`config.mk`:
```
export PLATFORM = sky130hd
export DESIGN_NAME = spi_inert_resp_flat
export DESIGN_NICKNAME = d
export VERILOG_FILES = /design/src/rtl/spi_inert_resp_if.sv /design/src/rtl/spi_inert_resp.sv /design/src/flat_wrapper.sv
export SDC_FILE = /design/constraint.sdc
export NUM_CORES = 1
export LEC_CHECK = 0
export CAP_MARGIN = 30
export CORE_MARGIN = 5
export CORE_UTILIZATION = 50
export CTS_CLUSTER_SIZE = 16
export DETAILED_ROUTE_END_ITERATION = 8
export PLACE_DENSITY = 0.71
export SYNTH_ARGS = -nofsm -noshare
export SYNTH_HDL_FRONTEND = slang
export SYNTH_SLANG_ARGS = --single-unit
```
`constraint.sdc`:
```
create_clock -name clk -period 3.4 [get_ports clk]
set_clock_uncertainty 0.15 [all_clocks]
set_input_delay 0.34 -clock clk [delete_from_list [all_inputs] [get_ports clk]]
set_output_delay 0.34 -clock clk [all_outputs]
set_load 0.01 [all_outputs]
```
`src/rtl/spi_inert_resp_if.sv`:
```
// SPI bus between the inert_intf master and the sensor responder.
interface spi_inert_resp_if;
  logic SS_n;
  logic SCLK;
  logic MOSI;
  logic MISO;

  modport master (output SS_n, output SCLK, output MOSI, input MISO);
  modport slave  (input SS_n, input SCLK, input MOSI, output MISO);
endinterface

```
`src/rtl/spi_inert_resp.sv`:
```
// Inertial sensor SPI responder: 16-bit frames, register file, periodic sampling, INT.
// Optional STATUS register with sticky overrun is built when STATUS_OVR_EN is defined.
module spi_inert_resp #(
  parameter int         SAMPLE_CYCLES = 2048,
  parameter logic [7:0] WHO_AM_I_VAL  = 8'h6A
) (
  input  logic              clk,
  input  logic              rst,
  spi_inert_resp_if.slave   spi,
  output logic              INT,
  input  logic [15:0]       ptch_in,
  input  logic [15:0]       roll_in,
  input  logic [15:0]       yaw_in
);

  localparam int CNT_W = $clog2(SAMPLE_CYCLES);

  typedef enum logic [1:0] {IDLE, CMD, DATA, DONE} state_t;

  // Input synchronisers (p0/p1 metastability, p2 edge history)
  logic r_ss_p0, r_ss_p1, r_ss_p2;
  logic r_sclk_p0, r_sclk_p1, r_sclk_p2;
  logic r_mosi_p0, r_mosi_p1;

  always_ff @(posedge clk) begin
    if (rst) begin
      r_ss_p0   <= 1'b1;
      r_ss_p1   <= 1'b1;
      r_ss_p2   <= 1'b1;
      r_sclk_p0 <= 1'b1;
      r_sclk_p1 <= 1'b1;
      r_sclk_p2 <= 1'b1;
      r_mosi_p0 <= 1'b0;
      r_mosi_p1 <= 1'b0;
    end else begin
      r_ss_p0   <= spi.SS_n;
      r_ss_p1   <= r_ss_p0;
      r_ss_p2   <= r_ss_p1;
      r_sclk_p0 <= spi.SCLK;
      r_sclk_p1 <= r_sclk_p0;
      r_sclk_p2 <= r_sclk_p1;
      r_mosi_p0 <= spi.MOSI;
      r_mosi_p1 <= r_mosi_p0;
    end
  end

  logic w_ss_fall, w_ss_rise, w_sclk_rise, w_sclk_fall;
  assign w_ss_fall   = ~r_ss_p1 &  r_ss_p2;
  assign w_ss_rise   =  r_ss_p1 & ~r_ss_p2;
  assign w_sclk_rise =  r_sclk_p1 & ~r_sclk_p2;
  assign w_sclk_fall = ~r_sclk_p1 &  r_sclk_p2;

  state_t      r_state;
  logic [3:0]  r_bit_cnt;
  logic [6:0]  r_cmd;
  logic [7:0]  r_shreg;
  logic        r_miso;
  logic [6:0]  r_addr;
  logic        r_rw;

  // Register file
  logic [7:0]       r_int1_ctrl, r_ctrl1_xl, r_ctrl2_g;
  logic [15:0]      r_ptch, r_roll, r_yaw;
  logic             r_data_rdy;
  logic [CNT_W-1:0] r_smp_cnt;
`ifdef STATUS_OVR_EN
  logic             r_ovr;
`endif

  // Address is complete on the 8th rise: earlier bits in r_cmd, last bit on MOSI now
  logic [6:0] w_addr_cmd;
  logic [7:0] w_rd_data;
  assign w_addr_cmd = {r_cmd[5:0], r_mosi_p1};

  always_comb begin
    w_rd_data = 8'h00;
    case (w_addr_cmd)
      7'h0F: w_rd_data = WHO_AM_I_VAL;
      7'h0D: w_rd_data = r_int1_ctrl;
      7'h10: w_rd_data = r_ctrl1_xl;
      7'h11: w_rd_data = r_ctrl2_g;
`ifdef STATUS_OVR_EN
      7'h1E: w_rd_data = {6'b0, r_ovr, r_data_rdy};
`endif
      7'h22: w_rd_data = r_ptch[7:0];
      7'h23: w_rd_data = r_ptch[15:8];
      7'h24: w_rd_data = r_roll[7:0];
      7'h25: w_rd_data = r_roll[15:8];
      7'h26: w_rd_data = r_yaw[7:0];
      7'h27: w_rd_data = r_yaw[15:8];
      default: w_rd_data = 8'h00;
    endcase
  end

  // Frame completes on the 16th rise unless SS_n rises in the same cycle
  logic       w_commit, w_wr, w_rd_done;
  logic [7:0] w_wdata;
  assign w_commit  = (r_state == DATA) & w_sclk_rise & (r_bit_cnt == 4'd15) & ~w_ss_rise;
  assign w_wr      = w_commit & ~r_rw;
  assign w_rd_done = w_commit &  r_rw;
  assign w_wdata   = {r_cmd[6:0], r_mosi_p1};

  always_ff @(posedge clk) begin
    if (rst) begin
      r_state   <= IDLE;
      r_bit_cnt <= 4'd0;
      r_cmd     <= 7'd0;
      r_shreg   <= 8'd0;
      r_miso    <= 1'b0;
      r_addr    <= 7'd0;
      r_rw      <= 1'b0;
    end else if (r_state != IDLE && w_ss_rise) begin
      r_state <= IDLE;
      r_miso  <= 1'b0;
    end else begin
      case (r_state)
        IDLE: begin
          r_miso <= 1'b0;
          if (w_ss_fall) begin
            r_state   <= CMD;
            r_bit_cnt <= 4'd0;
            r_cmd     <= 7'd0;
          end
        end
        CMD: begin
          r_miso <= 1'b0;
          if (w_sclk_rise) begin
            r_cmd     <= {r_cmd[5:0], r_mosi_p1};
            r_bit_cnt <= r_bit_cnt + 4'd1;
            if (r_bit_cnt == 4'd7) begin
              r_shreg <= w_rd_data;
              r_addr  <= w_addr_cmd;
              r_rw    <= r_cmd[6];
              r_state <= DATA;
            end
          end
        end
        DATA: begin
          if (w_sclk_fall) begin
            r_miso  <= r_shreg[7];
            r_shreg <= {r_shreg[6:0], 1'b0};
          end
          if (w_sclk_rise) begin
            r_cmd     <= {r_cmd[5:0], r_mosi_p1};
            r_bit_cnt <= r_bit_cnt + 4'd1;
            if (r_bit_cnt == 4'd15) r_state <= DONE;
          end
        end
        DONE: r_state <= DONE;
        default: r_state <= IDLE;
      endcase
    end
  end

  assign spi.MISO = r_miso;

  logic w_wrap;
  assign w_wrap = (r_smp_cnt == CNT_W'(SAMPLE_CYCLES - 1));

  always_ff @(posedge clk) begin
    if (rst) begin
      r_int1_ctrl <= 8'd0;
      r_ctrl1_xl  <= 8'd0;
      r_ctrl2_g   <= 8'd0;
      r_ptch      <= 16'd0;
      r_roll      <= 16'd0;
      r_yaw       <= 16'd0;
      r_data_rdy  <= 1'b0;
      r_smp_cnt   <= '0;
    end else begin
      if (w_wr) begin
        case (r_addr)
          7'h0D: r_int1_ctrl <= w_wdata;
          7'h10: r_ctrl1_xl  <= w_wdata;
          7'h11: r_ctrl2_g   <= w_wdata;
          default: ;
        endcase
      end
      r_smp_cnt <= w_wrap ? '0 : r_smp_cnt + 1'b1;
      if (w_wrap) begin
        r_ptch <= ptch_in;
        r_roll <= roll_in;
        r_yaw  <= yaw_in;
      end
      // New sample wins over a simultaneous yaw-high read completion
      if (w_wrap)
        r_data_rdy <= 1'b1;
      else if (w_rd_done && r_addr == 7'h27)
        r_data_rdy <= 1'b0;
    end
  end

`ifdef STATUS_OVR_EN
  always_ff @(posedge clk) begin
    if (rst)
      r_ovr <= 1'b0;
    else if (w_wrap && r_data_rdy)
      r_ovr <= 1'b1;
    else if (w_rd_done && r_addr == 7'h1E)
      r_ovr <= 1'b0;
  end
`endif

  assign INT = r_data_rdy & r_int1_ctrl[1];

endmodule
```
`src/flat_wrapper.sv`:
```
// flat-port wrapper written by rule: the top's interface ports become plain ports
module spi_inert_resp_flat 
#(
  parameter int         SAMPLE_CYCLES = 2048,
  parameter logic [7:0] WHO_AM_I_VAL  = 8'h6A
)
  (clk, rst, INT, ptch_in, roll_in, yaw_in, spi_SS_n, spi_SCLK, spi_MOSI, spi_MISO);
  spi_inert_resp_if spi_i ();
  input  logic clk;
  input  logic rst;
  output logic INT;
  input  logic [15:0] ptch_in;
  input  logic [15:0] roll_in;
  input  logic [15:0] yaw_in;
  input wire logic [$bits(spi_i.SS_n)-1:0] spi_SS_n;
  input wire logic [$bits(spi_i.SCLK)-1:0] spi_SCLK;
  input wire logic [$bits(spi_i.MOSI)-1:0] spi_MOSI;
  output wire logic [$bits(spi_i.MISO)-1:0] spi_MISO;
  assign spi_i.SS_n = spi_SS_n;
  assign spi_i.SCLK = spi_SCLK;
  assign spi_i.MOSI = spi_MOSI;
  assign spi_MISO = spi_i.MISO;
  spi_inert_resp #(.SAMPLE_CYCLES(SAMPLE_CYCLES), .WHO_AM_I_VAL(WHO_AM_I_VAL)) u_core (.clk(clk), .rst(rst), .spi(spi_i), .INT(INT), .ptch_in(ptch_in), .roll_in(roll_in), .yaw_in(yaw_in));
endmodule
```
[Yosys cells after proc, flatten, opt, wreduce, memory -nomap -nowiden]
Index checks and enable logic that the tools add are counted.
Storage, ports and cells
  bits in registers: 122
  bits in latches: 0
  memory bits (writable): 0
  bits in read-only memories: 0
  input port bits: 53
  output and inout bits: 2
  logic and storage cells: 110
  memories: 0
Cells by class
  $add $sub $neg: 2
  $mul: 0
  div/mod/pow operators: 0
  $lt $le $gt $ge: 0
  equal/unequal tests: 27
  shifts and indexed selects: 0
  multiplexer cells: 21
  bitwise gates (word level): 17
  reductions and logical operators: 20
Operator list (number)
  8-bit one-hot mux with 10 select lines: 1
  7-bit by 6-bit equality test with 1-bit output, second input constant: 7
  7-bit by 5-bit equality test with 1-bit output, second input constant: 4
  8-bit 2-to-1 mux: 3
  7-bit by 4-bit equality test with 1-bit output, second input constant: 3
  8-bit one-hot mux with 2 select lines: 1
  7-bit 2-to-1 mux: 2
  7-bit one-hot mux with 2 select lines: 1
  2-bit by 1-bit != test with 1-bit output, second input constant: 6
  11-bit by 1-bit adder with 11-bit output, second input constant: 1
  11-bit equality test, second input constant: 1
  1-bit AND: 10
  2-bit 2-to-1 mux: 5
  5-bit AND reduction: 2
  2-bit nonzero test: 5
  4-bit 2-to-1 mux: 2
  2-bit one-hot mux with 4 select lines: 1
  4-bit one-hot mux with 2 select lines: 1
  2-bit AND reduction: 4
  4-bit AND reduction: 2
  2-bit OR reduction: 4
  1-bit NOT: 7
  4-bit by 1-bit adder with 4-bit output, second input constant: 1
  2-bit equality test, second input constant: 2
  other kinds (8): 11

[Longest topological paths before layout]
Gate-level depths: netlist (run 1).
  depth after elaboration: 9
  gate-level depth with buffers: 8
  depth with buffers taken out: 7

[Worst setup path after synthesis (run 1)]
Ideal clock, no wire load.
  path kind: reg2reg
  start: reg u_core.r_state[0]
  end: reg u_core.r_shreg[4]
  data arrival time: 1.844 ns
  data required time: 3.116 ns
  slack: 1.272 ns
  cell stages (with the launch flop): 8
  buffers on the path: 0
  clock period less this slack: 2.128 ns
  path through: dfxtp_1 > inv_1 > ha_1 > a21bo_2 > a221oi_1 > o21ai_1 > mux2i_1 > o22ai_1
On the way
  word-level cells in the longest chain between the ends: 4
RTL lines
  from (decl): line spi_inert_resp.sv:53  | state_t r_state;
  from (signal assigned): line spi_inert_resp.sv:105  | r_state <= IDLE;
  from (signal assigned): line spi_inert_resp.sv:113  | r_state <= IDLE;
  from (signal assigned): line spi_inert_resp.sv:120  | r_state <= CMD;
  parallel branches: the longest is 4 deep, another holds 5-bit AND reduction
  to (signal assigned): line spi_inert_resp.sv:131  | r_shreg <= w_rd_data;
  to (signal assigned): line spi_inert_resp.sv:141  | r_shreg <= {r_shreg[6:0], 1'b0};
  to (decl): line spi_inert_resp.sv:56  | logic [7:0] r_shreg;
Several ways; the timed one is not identified.
A chain may end at the register's enable or synchronous reset.

[Worst setup path after layout (run 1)]
  start: reg u_core.r_state[0]
  end: reg u_core.r_bit_cnt[2]
On the way
  word-level cells in the longest chain between the ends: 4
RTL lines
  2-bit by 1-bit equality test with 1-bit output (tied with other cells): line spi_inert_resp.sv:116  | case (r_state)
  2-bit OR reduction (no line) or 1-bit logical AND (tied branches)
  2-bit by 1-bit != test with 1-bit output (no line) (tied with other cells)
  4-bit AND reduction (no line)
  to (signal assigned): line spi_inert_resp.sv:129  | r_bit_cnt <= r_bit_cnt + 4'd1;
  to (signal assigned): line spi_inert_resp.sv:145  | r_bit_cnt <= r_bit_cnt + 4'd1;
  to (decl): line spi_inert_resp.sv:54  | logic [3:0] r_bit_cnt;
Parallel ways exist; a longest one is shown, timed or not.

==> results.py, run 1 <==
metrics = {
    "synthesis": {
        "synth.mux.area_fraction": 0.0895,
        "synth.avg_cell_area_um2": 8.52,
        "yosys.cell_types.count": 65,
        "yosys.area.top_type_share": 0.439,
        "postSynth.asyncResetShare": 0,
        "synth.top_cells.by_area": "sky130_fd_sc_hd__dfxtp_1 44%, sky130_fd_sc_hd__nand2_1 8.0%, sky130_fd_sc_hd__mux2i_1 7.7%",
        "synth_top_family_by_area": "simple AND/OR/NAND/NOR gates",
        "post_synth_instance_area_um2": 5560,
        "post_synthesis_xor_xnor_area_fraction": 0.0189,
        "post_synth_and_or_nand_nor_area_fraction": 0.270,
        "synth-compound-area-share": 0.122,
        "synth_edf_count": 0,
        "synth_largest_area_cell": "sky130_fd_sc_hd__dfxtp_1",
        "post_syn_instances": 653,
        "yosys.area_share.adder": 0.0220,
        "dominantRegCellSynth": "sky130_fd_sc_hd__dfxtp_1",
        "mappedNetlistNets": 715,
        "synth_warn": 0,
        "synth.yosys.seq_area_share": 0.439,
        "ys_seq_elements": 122,
    },
    "route": {
        "wl_per_cell_um": 16.5,
        "via_count": 4735,
        "vias_per_cell": 5.58,
        "drtPass1Iterations": 5,
        "postRouteAntennaNets": 0,
        "initialDrtViolationCount": 354,
        "wirelength_um": 14000,
        "post-route-drc-count": 0,
    },
    "setup_path": {
        "cp-end-kind": "flip-flop",
        "crit-reg2reg-launch": "u_core.r_state[0]",
        "worst-endpoint-arrival_ps": 2960,
        "critical_path_required_ps": 3630,
        "critPathKind": "flip-flop to flip-flop",
        "worst_setup_path_startpoint": "u_core.r_state[0]",
        "crit_fanout": 11,
        "critPathLaunchType": "flip-flop",
    },
    "sta": {
        "final_max_slew_viol_count": 0,
        "timing_worst_slew_pin_value_ps": 1030,
        "rsz0062_at_grt": "no",
        "top_achievable_clock_speed_mhz": 366,
        "slew_headroom": 0.314,
        "timing.final.setup_violations": 0,
        "final.period_utilization": 0.804,
        "finalHoldViolations": 0,
        "setup_total_neg_slack_ps": 0,
        "min_tclk_post_route_ps": 2730,
        "final_worst_slack_ps": 667,
    },
    "layout": {
        "layout_commonest_cell": "sky130_fd_sc_hd__dfxtp_1",
        "flow.area_growth_from_synthesis_pct": 21.4,
        "finished_core_util": 0.620,
        "nNetsFinal": 760,
        "insertedDiodeCount": 0,
        "drive_above_1_share": 0.0862,
        "mostFrequentLayoutCells": "122 x sky130_fd_sc_hd__dfxtp_1, 119 x sky130_fd_sc_hd__nand2_1, 62 x sky130_fd_sc_hd__a21oi_1, 58 x sky130_fd_sc_hd__nor2_1, 53 x sky130_fd_sc_hd__clkdlybuf4s50_1",
    },
    "cts": {
        "h_tree_depth_reported_by_cts": 4,
        "cts.sink_count": 122,
        "clock_insertion_delay_worst_skew_ps": 530,
        "number_of_buffers_created_by_cts": 17,
        "post_cts_hold_buffer_count": 0,
        "clock_path_buffers": 2,
        "clkTransAtPathRegs_ps": 50,
        "root_buffer": "sky130_fd_sc_hd__clkbuf_8",
        "cts_resized": 0,
        "cts_post_setup_buffers_inserted": 0,
        "clock_tree_from_tritoncts": "built",
    },
    "global_route": {
        "antenna_violations_before_repair": 0,
        "gr-usage-met1": 0.282,
        "grt_busiest_layer": "met2",
        "fraction_of_met3_tracks_used_by_global_routing": 0.0621,
        "groute.usage.overall": 0.222,
        "first_global_vias": 4704,
        "globalRouteOverflowTotal": 0,
        "grt_first_pass_wirelength_um": 23000,
        "gr-usage-met2": 0.353,
        "pin_count_of_the_biggest_net_entering_global_routing": 36,
    },
    "run": {
        "drv_cap": 0,
    },
    "floorplanning": {
        "top_level_ports": 55,
        "fp.dieArea_um2": 13300,
        "floorplan.initialDensity": 0.511,
        "core_area_um2": 10900,
        "number_of_standard_cell_rows_in_the_floorplan": 38,
        "fp.dieW_um": 115,
        "die_y_um": 115,
    },
    "pwr": {
        "worst_ir_drop_vdd_uv": 532,
        "power-per-cell-area_nw_per_um2": 529,
        "power_mw": 3.57,
        "power_leakage_nw": 2.31,
    },
    "run_status": {
        "status": "finished, final reports clean",
    },
    "place": {
        "post-dp-hpwl_um": 10000,
        "globalplace.congestion": 0.969,
        "pre_cts_slack_ps": 725,
        "port_buffers": 54,
    },
    "min_path": {
        "worst_hold_startpoint": "rst",
        "hold_path.class": "primary input to flip-flop",
    },
}
==> final cells by class <==
type | instances | area, µm²
Fill cell | 951 | 4140
Clock inverter | 3 | 40.0
Sequential cell | 122 | 2440
Inverter | 8 | 30.0
Timing Repair Buffer | 68 | 666
Clock buffer | 26 | 478
Tap cell | 140 | 175
Multi-Input combinational cell | 481 | 2920
==> cells by family after synthesis <==
logic type | Yosys count
adder cells (fa/ha/maj) | 10
multiplexers | 48
buffers and inverters | 50
AND/OR/NAND/NOR | 298
AO/OA/AOI/OAI | 113
XOR/XNOR | 12
flip-flops | 122
==> power breakdown <==
part	switching [mW]	leakage, nW	internal [mW]	total [mW]
combinational	0.278	1.07	0.203	0.481
sequential	0.0359	0.985	1.46	1.49
clock	0.585	0.255	1.01	1.60
==> final timing paths <==
kind | endpoint | slack, ps | cells past startpoint
min | u_core.r_mosi_p0 | 70 | 2
max reg2reg | u_core.r_bit_cnt[2] | 670 | 6
max | u_core.r_bit_cnt[2] | 670 | 6
min reg2reg | u_core.r_sclk_p1 | 260 | 1
==> flip-flops by register name, indices dropped and copies added (netlist names), 2 cells and up <==
register	cells
u_core.r_ctrl1_xl	8
u_core.r_int1_ctrl	8
u_core.r_state	2
u_core.r_bit_cnt	4
u_core.r_yaw	16
u_core.r_ctrl2_g	8
u_core.r_addr	7
u_core.r_smp_cnt	11
u_core.r_shreg	8
u_core.r_ptch	16
u_core.r_roll	16
u_core.r_cmd	7
==> metrics by stage <==
stage	hold slack [ps]	std cells	cell area [µm²]
after global placement	242	818	6230
after global routing	85.2	848	6750
final	68.5	848	6750
after CTS	53.1	848	6750
after detailed placement	247	819	6230
after floorplan	239	653	5560
==> critical path: stages (launching register included) <==
cell	delay [ps]
sky130_fd_sc_hd__dfxtp_1	420
sky130_fd_sc_hd__inv_1	120
sky130_fd_sc_hd__ha_1	350
sky130_fd_sc_hd__a21oi_2	370
sky130_fd_sc_hd__nand2_1	330
sky130_fd_sc_hd__o21bai_1	700
sky130_fd_sc_hd__nor2_1	130
==> Yosys cell counts (7+ instances only) <==
master	instances
sky130_fd_sc_hd__a21oi_1	62
sky130_fd_sc_hd__and2_1	9
sky130_fd_sc_hd__and3_1	8
sky130_fd_sc_hd__and4_1	7
sky130_fd_sc_hd__buf_2	14
sky130_fd_sc_hd__clkbuf_1	23
sky130_fd_sc_hd__dfxtp_1	122
sky130_fd_sc_hd__ha_1	9
sky130_fd_sc_hd__inv_1	8
sky130_fd_sc_hd__mux2i_1	43
sky130_fd_sc_hd__nand2_1	119
sky130_fd_sc_hd__nand3_1	29
sky130_fd_sc_hd__nand4_1	8
sky130_fd_sc_hd__nor2_1	58
sky130_fd_sc_hd__nor2b_1	15
sky130_fd_sc_hd__o21ai_0	8
sky130_fd_sc_hd__o22ai_1	8
sky130_fd_sc_hd__xor2_1	8
==> per-layer routing <==
| metal | part of all wire | wire length [µm] |
|---|---|---|
| met1 | 0.45 | 6250 |
| met2 | 0.47 | 6620 |
| met3 | 0.053 | 738 |
| met4 | 0.029 | 411 |
| met5 | 0 | 0 |
(Power assumes the default switching activity.)
==> inputs of run 2 (changes only) <==
Clock period 3.4 ns to 2.6 ns, I/O delays scaled along.
==> results.py, run 2 (synthesized netlist as in run 1, its figures left out) <==
metrics = {
    "global_route": {
        "grt_first_pass_wirelength_um": 24100,
        "pin_count_of_the_biggest_net_entering_global_routing": 37,
        "groute.usage.overall": 0.231,
        "antenna_violations_before_repair": 0,
        "first_global_vias": 4944,
        "globalRouteOverflowTotal": 0,
    },
    "cts": {
        "clkTransAtPathRegs_ps": 60,
        "clock_path_buffers": 2,
        "clock_insertion_delay_worst_skew_ps": 540,
        "cts_post_setup_buffers_inserted": 0,
        "cts.sink_count": 122,
        "clock_tree_from_tritoncts": "built",
        "root_buffer": "sky130_fd_sc_hd__clkbuf_8",
        "h_tree_depth_reported_by_cts": 4,
        "number_of_buffers_created_by_cts": 17,
    },
    "route": {
        "vias_per_cell": 5.68,
        "drt-met1-wl_um": 6310,
        "wirelength_um": 14800,
        "post-route-drc-count": 0,
        "met3_wirelength_um": 786,
        "postRouteAntennaNets": 0,
        "initialDrtViolationCount": 411,
        "drtPass1Iterations": 5,
        "top_layer": "met4",
        "met2WireLength_um": 7290,
        "wl_per_cell_um": 17.1,
        "via_count": 4934,
    },
    "place": {
        "post-dp-hpwl_um": 10500,
        "port_buffers": 54,
        "globalplace.congestion": 0.976,
        "pre_cts_slack_ps": 118,
    },
    "sta": {
        "timing.final.setup_violations": 0,
        "hold_slack_ps": 83.0,
        "final_max_slew_viol_count": 0,
        "slew_headroom": 0.566,
        "top_achievable_clock_speed_mhz": 436,
        "rsz0062_at_grt": "no",
        "timing_worst_slew_pin_value_ps": 651,
        "min_tclk_post_route_ps": 2290,
        "finalHoldViolations": 0,
        "final_worst_slack_ps": 307,
        "setup_total_neg_slack_ps": 0,
        "final.period_utilization": 0.882,
    },
    "setup_path": {
        "crit_cells": 6,
        "endpoint": "u_core.r_shreg[3]",
        "worst_setup_path_startpoint": "u_core.r_state[0]",
        "cp-end-kind": "flip-flop",
        "crit_path_top_delay_cell": "sky130_fd_sc_hd__dfxtp_1",
        "rrSetupSlack_ps": 310,
        "path_buf_inv": 1,
        "rr_endpoint": "u_core.r_shreg[3]",
        "critPathLaunchType": "flip-flop",
        "critical_path.top_delay_family": "compound AO/OA/AOI/OAI gates",
        "slowest_delay_ps": 410,
        "crit-reg2reg-launch": "u_core.r_state[0]",
        "reg2reg_depth": 6,
        "worst-endpoint-arrival_ps": 2600,
        "crit_fanout": 8,
        "critPathKind": "flip-flop to flip-flop",
        "crit_chain": "inv_1 > ha_1 > a21bo_2 > a221oi_2 > nand3_1 > o31ai_1",
        "critical_path_required_ps": 2900,
    },
    "pwr": {
        "power-per-cell-area_nw_per_um2": 746,
        "power_mw": 5.22,
        "power_leakage_nw": 2.45,
        "worst_ir_drop_vdd_uv": 725,
    },
    "layout": {
        "total_area_of_multi_input_combinational_cells_um2": 2930,
        "fillers": 901,
        "insertedDiodeCount": 0,
        "flow.area_growth_from_synthesis_pct": 25.7,
        "drive_above_1_share": 0.120,
        "finished_core_util": 0.642,
        "mostFrequentLayoutCells": "122 x sky130_fd_sc_hd__dfxtp_1, 119 x sky130_fd_sc_hd__nand2_1, 62 x sky130_fd_sc_hd__a21oi_1, 58 x sky130_fd_sc_hd__nor2_1, 53 x sky130_fd_sc_hd__clkdlybuf4s50_1",
        "layout_commonest_cell": "sky130_fd_sc_hd__dfxtp_1",
        "nNetsFinal": 777,
        "largestRegisters": "u_core.r_ptch: 16 flops, u_core.r_roll: 16 flops, u_core.r_yaw: 16 flops",
        "seqCellArea_um2": 2440,
    },
    "min_path": {
        "worst_hold_startpoint": "rst",
        "min_path_cells": 2,
        "hold_path.class": "primary input to flip-flop",
    },
    "floorplanning": {
        "top_level_ports": 55,
        "die_y_um": 115,
        "core_area_um2": 10900,
        "number_of_standard_cell_rows_in_the_floorplan": 38,
        "floorplan.initialDensity": 0.511,
        "fp.dieW_um": 115,
        "fp.dieArea_um2": 13300,
    },
    "run": {
        "drv_cap": 0,
    },
    "run_status": {
        "status": "finished, final reports clean",
    },
}
-- run 2: routing by layer --
metal / track usage / vias up
met5: 0 / -
met1: 0.283 / 2339
met3: 0.0590 / 39
met2: 0.378 / 158
li1: - / 2398
met4: 0.113 / 0
-- run 2: cell type report --
type	count	area share
tap	140	0.0251
timing repair buffer	85	0.112
clock buffer	20	0.0623
inverter	8	0.00429
sequential	122	0.349
multi-input combinational	481	0.419
clock inverter	12	0.0281
-- run 2: how the worst min path moves through the flow --
| stage | end | slack, ps |
|---|---|---|
| 2_1_floorplan | u_core.r_sclk_p0 | 210 |
| 6_report | u_core.r_smp_cnt[8] | 80 |
| 3_5_place_dp | u_core.r_sclk_p1 | 250 |
| 3_3_place_gp | u_core.r_ss_p1 | 250 |
| 4_1_cts | u_core.r_smp_cnt[8] | 80 |
| 5_1_grt | u_core.r_mosi_p1 | 110 |
-- run 2: stage by stage --
step	instance area [µm²]	std cells
final	6990	868
after global routing	6990	868
after global placement	6340	835
after CTS	6980	868
after detailed placement	6350	836
after floorplan	5560	653
-- run 2: power breakdown --
group	leakage (nW)	switching, mW	internal, mW	total (mW)
registers	0.985	0.0393	1.90	1.94
clock network	0.301	0.862	1.67	2.54
logic	1.16	0.420	0.319	0.739
-- run 2: repair_timing --
item | CTS | global route
hold buffers | 0 | 0
gates resized for setup | 0 | 2
setup endpoints to repair | 0 | 8
